[config.mk]
export PLATFORM = sky130hd
export DESIGN_NAME = brush_painter
export DESIGN_NICKNAME = d
export VERILOG_FILES = /design/src/rtl/paint_pkg.sv /design/src/rtl/brush_mask.sv /design/src/rtl/brush_painter.sv
export SDC_FILE = /design/constraint.sdc
export NUM_CORES = 1
export LEC_CHECK = 0
export ABC_CLOCK_PERIOD_IN_PS = 3600
export CORE_MARGIN = 2
export CORE_UTILIZATION = 54
export CTS_BUF_LIST = sky130_fd_sc_hd__clkbuf_4
export DETAILED_ROUTE_END_ITERATION = 7
export PLACE_DENSITY = 0.8
export SLEW_MARGIN = 40
export SYNTH_ARGS = -nofsm -noshare
export SYNTH_HDL_FRONTEND = slang
export SYNTH_SLANG_ARGS = --single-unit
export TNS_END_PERCENT = 5
[constraint.sdc]
create_clock -name clk -period 3.6 [get_ports clk]
set_clock_uncertainty 0.2 [all_clocks]
set_input_delay 1.08 -clock clk [delete_from_list [all_inputs] [get_ports clk]]
set_output_delay 1.08 -clock clk [all_outputs]
set_load 0.01 [all_outputs]
[src/rtl/paint_pkg.sv]
// Shared types and default screen geometry for the brush painter.
// Holds the stroke FSM state encoding used by brush_painter.
package paint_pkg;

    typedef enum logic [1:0] {
        IDLE  = 2'd0,
        SETUP = 2'd1,
        PAINT = 2'd2,
        DONE  = 2'd3
    } paint_state_t;

    typedef logic [2:0] color_t;
    typedef logic [9:0] coord_t;

    localparam int DEF_H_RES = 640;
    localparam int DEF_V_RES = 480;

endpackage

[src/rtl/brush_mask.sv]
// In-circle test for the round brush: dx^2 + dy^2 <= r^2 on absolute offsets.
// Purely combinational, no backpressure; used only when BRUSH_ROUND_EN is defined.
module brush_mask (
    input  logic [2:0] i_dx,
    input  logic [2:0] i_dy,
    input  logic [2:0] i_r,
    output logic       o_in_shape
);

    logic [6:0] w_dx2;
    logic [6:0] w_dy2;
    logic [6:0] w_r2;
    logic [6:0] w_sum;

    // Offsets never exceed 7, so 49 + 49 still fits in 7 bits.
    assign w_dx2      = 7'(i_dx) * 7'(i_dx);
    assign w_dy2      = 7'(i_dy) * 7'(i_dy);
    assign w_r2       = 7'(i_r) * 7'(i_r);
    assign w_sum      = w_dx2 + w_dy2;
    assign o_in_shape = (w_sum <= w_r2);

endmodule

[src/rtl/brush_painter.sv]
// Expands one brush command into a clipped row-major stream of pixel writes, one per clock.
// Latency: accept -> SETUP (1) -> N PAINT cycles -> DONE (1); wr_allow low stalls one cycle each.
// Backpressure: cmd_ready only in IDLE; define BRUSH_ROUND_EN for a circular brush mask.
module brush_painter
    import paint_pkg::*;
#(
    parameter int H_RES = DEF_H_RES,
    parameter int V_RES = DEF_V_RES
) (
    input  logic       clk,
    input  logic       reset_n,
    input  logic       cmd_valid,
    output logic       cmd_ready,
    input  logic [9:0] cmd_x,
    input  logic [9:0] cmd_y,
    input  logic [2:0] cmd_radius,
    input  logic [2:0] cmd_color,
    input  logic       wr_allow,
    output logic       brush,
    output logic [9:0] wx,
    output logic [9:0] wy,
    output logic [2:0] newColor,
    output logic       busy,
    output logic       done
);

    localparam logic signed [10:0] X_MAX = 11'(H_RES - 1);
    localparam logic signed [10:0] Y_MAX = 11'(V_RES - 1);

    paint_state_t r_state;
    paint_state_t w_next;

    coord_t     r_x, r_y;
    logic [2:0] r_r;
    color_t     r_col;
    coord_t     r_xlo, r_xhi, r_ylo, r_yhi;
    coord_t     r_cx, r_cy;
    logic       r_rdy_en;

    logic signed [10:0] w_xm, w_xp, w_ym, w_yp;
    logic signed [10:0] w_xlo, w_xhi, w_ylo, w_yhi;
    logic               w_empty;
    logic               w_last;
    logic               w_in_shape;

    // Bounds are evaluated in signed arithmetic so a negative low edge clamps rather than wraps.
    assign w_xm    = $signed({1'b0, r_x}) - $signed({8'b0, r_r});
    assign w_xp    = $signed({1'b0, r_x}) + $signed({8'b0, r_r});
    assign w_ym    = $signed({1'b0, r_y}) - $signed({8'b0, r_r});
    assign w_yp    = $signed({1'b0, r_y}) + $signed({8'b0, r_r});
    assign w_xlo   = w_xm[10] ? 11'sd0 : w_xm;
    assign w_ylo   = w_ym[10] ? 11'sd0 : w_ym;
    assign w_xhi   = (w_xp > X_MAX) ? X_MAX : w_xp;
    assign w_yhi   = (w_yp > Y_MAX) ? Y_MAX : w_yp;
    assign w_empty = (w_xlo > w_xhi) || (w_ylo > w_yhi);
    assign w_last  = (r_cx == r_xhi) && (r_cy == r_yhi);

`ifdef BRUSH_ROUND_EN
    logic [3:0] w_dx4, w_dy4;
    logic [2:0] w_dxa, w_dya;

    // Offsets are within +/-7 while painting, so 4-bit wraparound differences are exact.
    assign w_dx4 = r_cx[3:0] - r_x[3:0];
    assign w_dy4 = r_cy[3:0] - r_y[3:0];
    assign w_dxa = w_dx4[3] ? 3'(-w_dx4) : w_dx4[2:0];
    assign w_dya = w_dy4[3] ? 3'(-w_dy4) : w_dy4[2:0];

    brush_mask u_mask (
        .i_dx       (w_dxa),
        .i_dy       (w_dya),
        .i_r        (r_r),
        .o_in_shape (w_in_shape)
    );
`else
    assign w_in_shape = 1'b1;
`endif

    always_ff @(posedge clk or negedge reset_n) begin
        if (!reset_n) begin
            r_state  <= IDLE;
            r_rdy_en <= 1'b0;
        end else begin
            r_state  <= w_next;
            r_rdy_en <= 1'b1;
        end
    end

    always_comb begin
        w_next    = r_state;
        cmd_ready = 1'b0;
        brush     = 1'b0;
        done      = 1'b0;
        case (r_state)
            IDLE: begin
                cmd_ready = r_rdy_en;
                if (cmd_valid && r_rdy_en) w_next = SETUP;
            end
            SETUP: w_next = w_empty ? DONE : PAINT;
            PAINT: begin
                brush = wr_allow & w_in_shape;
                if (wr_allow && w_last) w_next = DONE;
            end
            DONE: begin
                done   = 1'b1;
                w_next = IDLE;
            end
            default: w_next = IDLE;
        endcase
    end

    always_ff @(posedge clk or negedge reset_n) begin
        if (!reset_n) begin
            r_x   <= '0;
            r_y   <= '0;
            r_r   <= '0;
            r_col <= '0;
            r_xlo <= '0;
            r_xhi <= '0;
            r_ylo <= '0;
            r_yhi <= '0;
            r_cx  <= '0;
            r_cy  <= '0;
        end else begin
            case (r_state)
                IDLE: begin
                    if (cmd_valid && cmd_ready) begin
                        r_x   <= cmd_x;
                        r_y   <= cmd_y;
                        r_r   <= cmd_radius;
                        r_col <= cmd_color;
                    end
                end
                SETUP: begin
                    r_xlo <= w_xlo[9:0];
                    r_xhi <= w_xhi[9:0];
                    r_ylo <= w_ylo[9:0];
                    r_yhi <= w_yhi[9:0];
                    r_cx  <= w_xlo[9:0];
                    r_cy  <= w_ylo[9:0];
                end
                PAINT: begin
                    if (wr_allow) begin
                        if (r_cx == r_xhi) begin
                            r_cx <= r_xlo;
                            r_cy <= r_cy + 10'd1;
                        end else begin
                            r_cx <= r_cx + 10'd1;
                        end
                    end
                end
                default: ;
            endcase
        end
    end

    assign wx       = r_cx;
    assign wy       = r_cy;
    assign newColor = r_col;
    assign busy     = (r_state != IDLE);

endmodule

==> impl_metrics.ini, run 1 <==
[cells_and_area]
nets = 797
fin_cells = 864
antenna-diode-count = 0
num-fill-cells = 717
final_util_pct = 73.2
layout-drive-gt1-share_pct = 27.2
fin_area_mm2 = 0.00715
area_growth_pct = 31.4

[floorplanning]
pin_count = 57
rows = 36
die_x_um = 104
die_area_mm2 = 0.0109
core_mm2 = 0.00977
start_util_pct = 55.7
die_h_um = 104

[clocking]
cts.path.max_buffers = 2
cts_tree = yes
cts-htree-levels = 3
clock_latency_ns = 0.46
clock-sinks = 79
ctsHoldBuffers = 0
root_buffer = clkbuf_4
cts_made_buffers = 9
path_clk_slew_ns = 0.13

[run_status]
status = finished with violations
violations = setup timing

[logic_synthesis]
yosysWarnings = 0
synth_top_cell_by_area = dfrtp_1
yosysMostFrequentCell = dfrtp_1
synth_edf_count = 0
ys_seq_elements = 79
synthesis.area_mm2 = 0.00544
avgSynthCellArea_um2 = 8.96
synth_top_flop_cell = dfrtp_1
yosysUniqueCellTypes = 54
ys_top_cells_by_count = dfrtp_1, nor2_1, nand2_1
async_flop_share_pct = 100
yosysSeqAreaShare_pct = 36.3
syn-num-nets = 678
synthCells = 607
synth_area_leaders = dfrtp_1, ha_1, mux2_2
synth_top_area_share_pct = 36.3

[worst_hold_path]
holdCritStartpoint = r_xlo[2]
hold-path-endpoint = r_xlo[2]
min_path_type = reg -> reg
worstHoldPathCells = 1

[global_route]
grt_start_max_net_pins = 80
antenna_found_initial = 0
track_usage_pct = 27.5
grt_pass1_wl_mm = 24.0
grt_overflow = 0
first_global_vias = 5025

[sta]
finalHoldViolations = 0
slew_violations = 0
holdWs_ns = 0.315
period_minus_slack_ns = 3.77
tightest_slew_ns = 0.705
grt_setup_unrepaired = true
max-slew-margin-rel_pct = 53.0
fmax_mhz = 265
period_share_pct = 105
setup_viol = 2
setup_ws_ns = -0.173

[setup_path]
r2r_end = r_state[0]
path_cells = buf_6, ha_4, inv_2, fa_2, a211o_1, or2_4, nor4_4, mux2i_1, inv_1, ha_4, a21o_1, a21o_1, a2bb2oi_1, nand2_1, a211oi_2, o211ai_1
slowest_delay_ns = 0.42
start_kind = flip-flop
reg2regPathDepth = 16
r2r-start = r_r[0]
critPathSlowestCell = dfrtp_2
crit_required_ns = 3.74
cp.arrival_ns = 3.92
ff2ff_setup_slack_ns = -0.17
path_class = reg -> reg
critPathMaxFanout = 4
cp-end-kind = flip-flop

[place]
place_hpwl_mm = 10.1
placed_area_mm2 = 0.00643
gp_congestion = 0.888
dpl.cell_count = 813
numPortBuffers = 56

[routing]
vias = 5037
routedWlPerCell_um = 17.3
routed_wl_mm = 15.0
viasPerCell = 5.83
met2_length_mm = 7.33
routed-wl-met3_um = 817
highest_layer = met4
drt_iter0_markers = 310
drt_pass1_iterations = 5
ant_nets = 0
remaining_drc_errors = 0
met1Wirelength_mm = 6.28

[job]
drv_cap = 0
[what timing repair did]
action | CTS | global route
pin swaps | 26 | 42
setup buffers | 26 | 9
endpoints found under the setup margin | 1 | 3
resized for setup | 34 | 41
[state kept, by name (all words and copies together), names as in the netlist]
register,cells
r_yhi,10
r_rdy_en,1
r_state,2
wx,10
r_xhi,10
r_x,10
r_r,3
r_xlo,10
newColor,3
r_y,10
wy,10
[routing by layer]
layer  track usage, %  vias to the layer above
met2             47.3                      207
li1                 -                     2356
met1             34.4                     2420
met5                0                        -
met3             4.01                       54
met4             12.1                        0
[worst max-delay path by stage]
stage | slack (ns) | end | startpoint | depth (start not counted)
after global placement | -0.10 | r_state[0] | r_r[1] | 17
after detailed placement | -0.26 | r_state[0] | r_r[0] | 15
after CTS | -0.03 | r_state[0] | r_x[0] | 17
after global routing | -0.28 | r_state[0] | r_r[0] | 19
after floorplan | 0.005 | r_state[0] | r_r[1] | 18
final | -0.17 | r_state[0] | r_r[0] | 16
[worst max-delay path, delay by kind of cell (launching register included)]
kind	cells	cell delay [ns]
AND/OR/NAND/NOR	3	0.66
AO/OA/AOI/OAI	6	1.09
buffers and inverters	3	0.28
flip-flops	1	0.42
multiplexers	1	0.29
adder cells (fa/ha/maj)	3	0.72
[cell usage in the layout, fill, tap and decap left out, types with 4 or more instances in the layout]
master,n
nand2_1,47
nor3_1,9
o22ai_1,5
o21a_1,6
xor2_1,23
nor2_2,4
and2_1,8
dfrtp_1,76
mux2i_1,9
clkbuf_4,9
clkdlybuf4s50_1,54
buf_4,78
a22oi_1,7
o21ai_2,6
ha_4,8
ha_1,28
nor2b_1,11
inv_1,22
a31oi_1,14
a211o_1,4
mux2_2,35
a21oi_1,28
o21ai_0,30
o21ai_1,6
nand4_1,6
nand3_1,17
o211ai_1,5
xnor2_1,26
buf_6,8
nor2_1,62
nand2b_1,5
inv_2,5
[logic make-up (layout without fill, tap and decap cells)]
logic type / Yosys count / in the layout / share of synthesized area, %
fa+ha+maj: 41 / 41 / 9.98
compound gates: 137 / 137 / 15.6
flops: 79 / 79 / 36.3
buf+inv: 60 / 184 / 4.30
other cells: 1 / 1 / 0.0689
xor+xnor: 49 / 49 / 7.89
simple gates: 196 / 196 / 16.9
mux: 44 / 44 / 8.90
[cell type report]
| class | count | area, um^2 | share of cell area [%] |
|---|---|---|---|
| Clock inverter | 7 | 63.8 | 0.892 |
| Clock buffer | 9 | 67.6 | 0.945 |
| Multi-Input combinational cell | 468 | 3540 | 49.5 |
| Sequential cell | 79 | 1980 | 27.7 |
| Inverter | 27 | 101 | 1.42 |
| Timing Repair Buffer | 141 | 1230 | 17.2 |
| Tap cell | 133 | 166 | 2.33 |
[metrics by stage]
step	TNS, ns	setup slack [ns]
2_1_floorplan	0	0.00504
3_3_place_gp	-0.101	-0.101
3_5_place_dp	-0.263	-0.263
4_1_cts	-0.0253	-0.0253
5_1_grt	-0.480	-0.279
6_report	-0.225	-0.173
Power of run 1 is not shown: default switching activity piles up to over one toggle a cycle in this logic, so the estimate is an artifact.
==> run 2, diff against run 1 <==
- CORE_ASPECT_RATIO: not set -> 1.2
==> run 2 against run 1 <==
The run still ends with setup timing left. Highest routed layer unchanged. Design area decreased by 3.0%. First-iteration DRC count decreased by 37%. Count of clock-buffer cells in the layout unchanged. Non-clock buffer count decreased by 16. Critical path type unchanged. Final cell count decreased by 2.5%. Sequential cell count unchanged. Global-route usage decreased by 1.5 points. Maximum frequency increased by 2.0%.
==> impl_metrics.ini, run 2 (same netlist as run 1, synthesis figures left out) <==
[run_status]
status = finished with violations
violations = setup timing

[setup_path]
path_class = reg -> reg
ff2ff_setup_slack_ns = -0.1
crit_required_ns = 3.75
cp-end-kind = flip-flop
start_kind = flip-flop
cp.arrival_ns = 3.84
r2r-start = r_r[1]
reg2regPathDepth = 17
r2r_end = r_state[0]
critPathMaxFanout = 10

[clocking]
cts-htree-levels = 3
cts.path.max_buffers = 2
path_clk_slew_ns = 0.15
cts_tree = yes
clock_latency_ns = 0.46
root_buffer = clkbuf_4
cts_made_buffers = 9
clock-sinks = 79

[routing]
remaining_drc_errors = 0
drt_iter0_markers = 195
drt_pass1_iterations = 5
viasPerCell = 5.79
routedWlPerCell_um = 16.6
routed_wl_mm = 14.0
vias = 4873
ant_nets = 0

[place]
numPortBuffers = 56
gp_congestion = 0.906
placed_area_mm2 = 0.00641
dpl.cell_count = 804
post-place-ws_ns = -0.227
place_hpwl_mm = 9.86

[global_route]
grt_pass1_wl_mm = 21.9
antenna_found_initial = 1
grt_start_max_net_pins = 80
first_global_vias = 4639
track_usage_pct = 26.1
grt_overflow = 0

[cells_and_area]
fin_cells = 842
layout-drive-gt1-share_pct = 23.8
fin_area_mm2 = 0.00694
layout_common_cells = dfrtp_1, buf_4, nor2_1
final_common_cell = dfrtp_1
area_growth_pct = 27.5
nets = 781

[floorplanning]
start_util_pct = 54.9
rows = 40
die_area_mm2 = 0.0109
die_x_um = 95.6
core_mm2 = 0.00991
pin_count = 57
die_h_um = 114

[sta]
tightest_slew_ns = 0.704
slew_violations = 0
setup_viol = 1
setup_ws_ns = -0.0975
period_minus_slack_ns = 3.70
fmax_mhz = 270
period_share_pct = 103
holdWs_ns = 0.325
grt_setup_unrepaired = true
finalHoldViolations = 0
max-slew-margin-rel_pct = 53.1

[worst_hold_path]
min_path_type = reg -> reg
worstHoldPathCells = 1
hold-path-endpoint = r_xlo[3]
holdCritStartpoint = r_xlo[3]

[job]
drv_cap = 0
## run 2: per-stage QoR
| stage | setup TNS, ns | utilization, % |
|---|---|---|
| after floorplan | 0 | - |
| after global placement | -0.110 | 64.7 |
| after detailed placement | -0.227 | 64.7 |
| after CTS | 0 | 68.5 |
| after global routing | -0.251 | 70.0 |
| final | -0.0975 | 70.0 |
## run 2: worst max-delay path by stage
stage	startpoint	slack, ns	end	depth (start not counted)
floorplan	r_r[1]	0.005	r_state[0]	18
CTS	r_x[0]	0.0004	r_state[0]	16
global route	r_r[1]	-0.25	r_state[0]	17
detailed placement	r_r[0]	-0.23	r_state[0]	17
finish	r_r[1]	-0.1	r_state[0]	17
global placement	r_r[1]	-0.11	r_state[0]	17
## run 2: metal layers
metal  track usage (%)  routed length, um  vias up
li1                  -                  -     2332
met1              32.0               5750     2316
met2              43.9               7080      189
met3              3.76                704       36
met4              13.7                435        0
met5                 0                  0        -
## run 2: layout make-up
class,count,area (um^2)
Antenna cell,1,2.50
Clock buffer,9,67.6
Clock inverter,7,95.1
Fill cell,741,2970
Inverter,27,101
Multi-Input combinational cell,468,3440
Sequential cell,79,1980
Tap cell,126,158
Timing Repair Buffer,125,1090
## run 2: critical path, stage by stage, from the launching register on
cell and delay (ns):
dfrtp_1 0.42, inv_2 0.12, ha_4 0.21, nand2b_1 0.14, a21oi_2 0.22, o211ai_1 0.17
xnor2_1 0.23, o21ai_1 0.11, and3_4 0.17, buf_4 0.13, buf_4 0.15, and2_1 0.14
ha_1 0.36, nand4_1 0.13, nor3_1 0.22, a21oi_1 0.11, a211oi_2 0.21, o211ai_1 0.11
## run 2: repair_timing
action,CTS,global route
setup buffers,13,8
pin swaps,18,25
hold buffers,0,0
endpoints found under the setup margin,1,2
gates resized for setup,30,20
endpoints found under the hold margin,0,0
Power of run 2 is left out for the same reason.
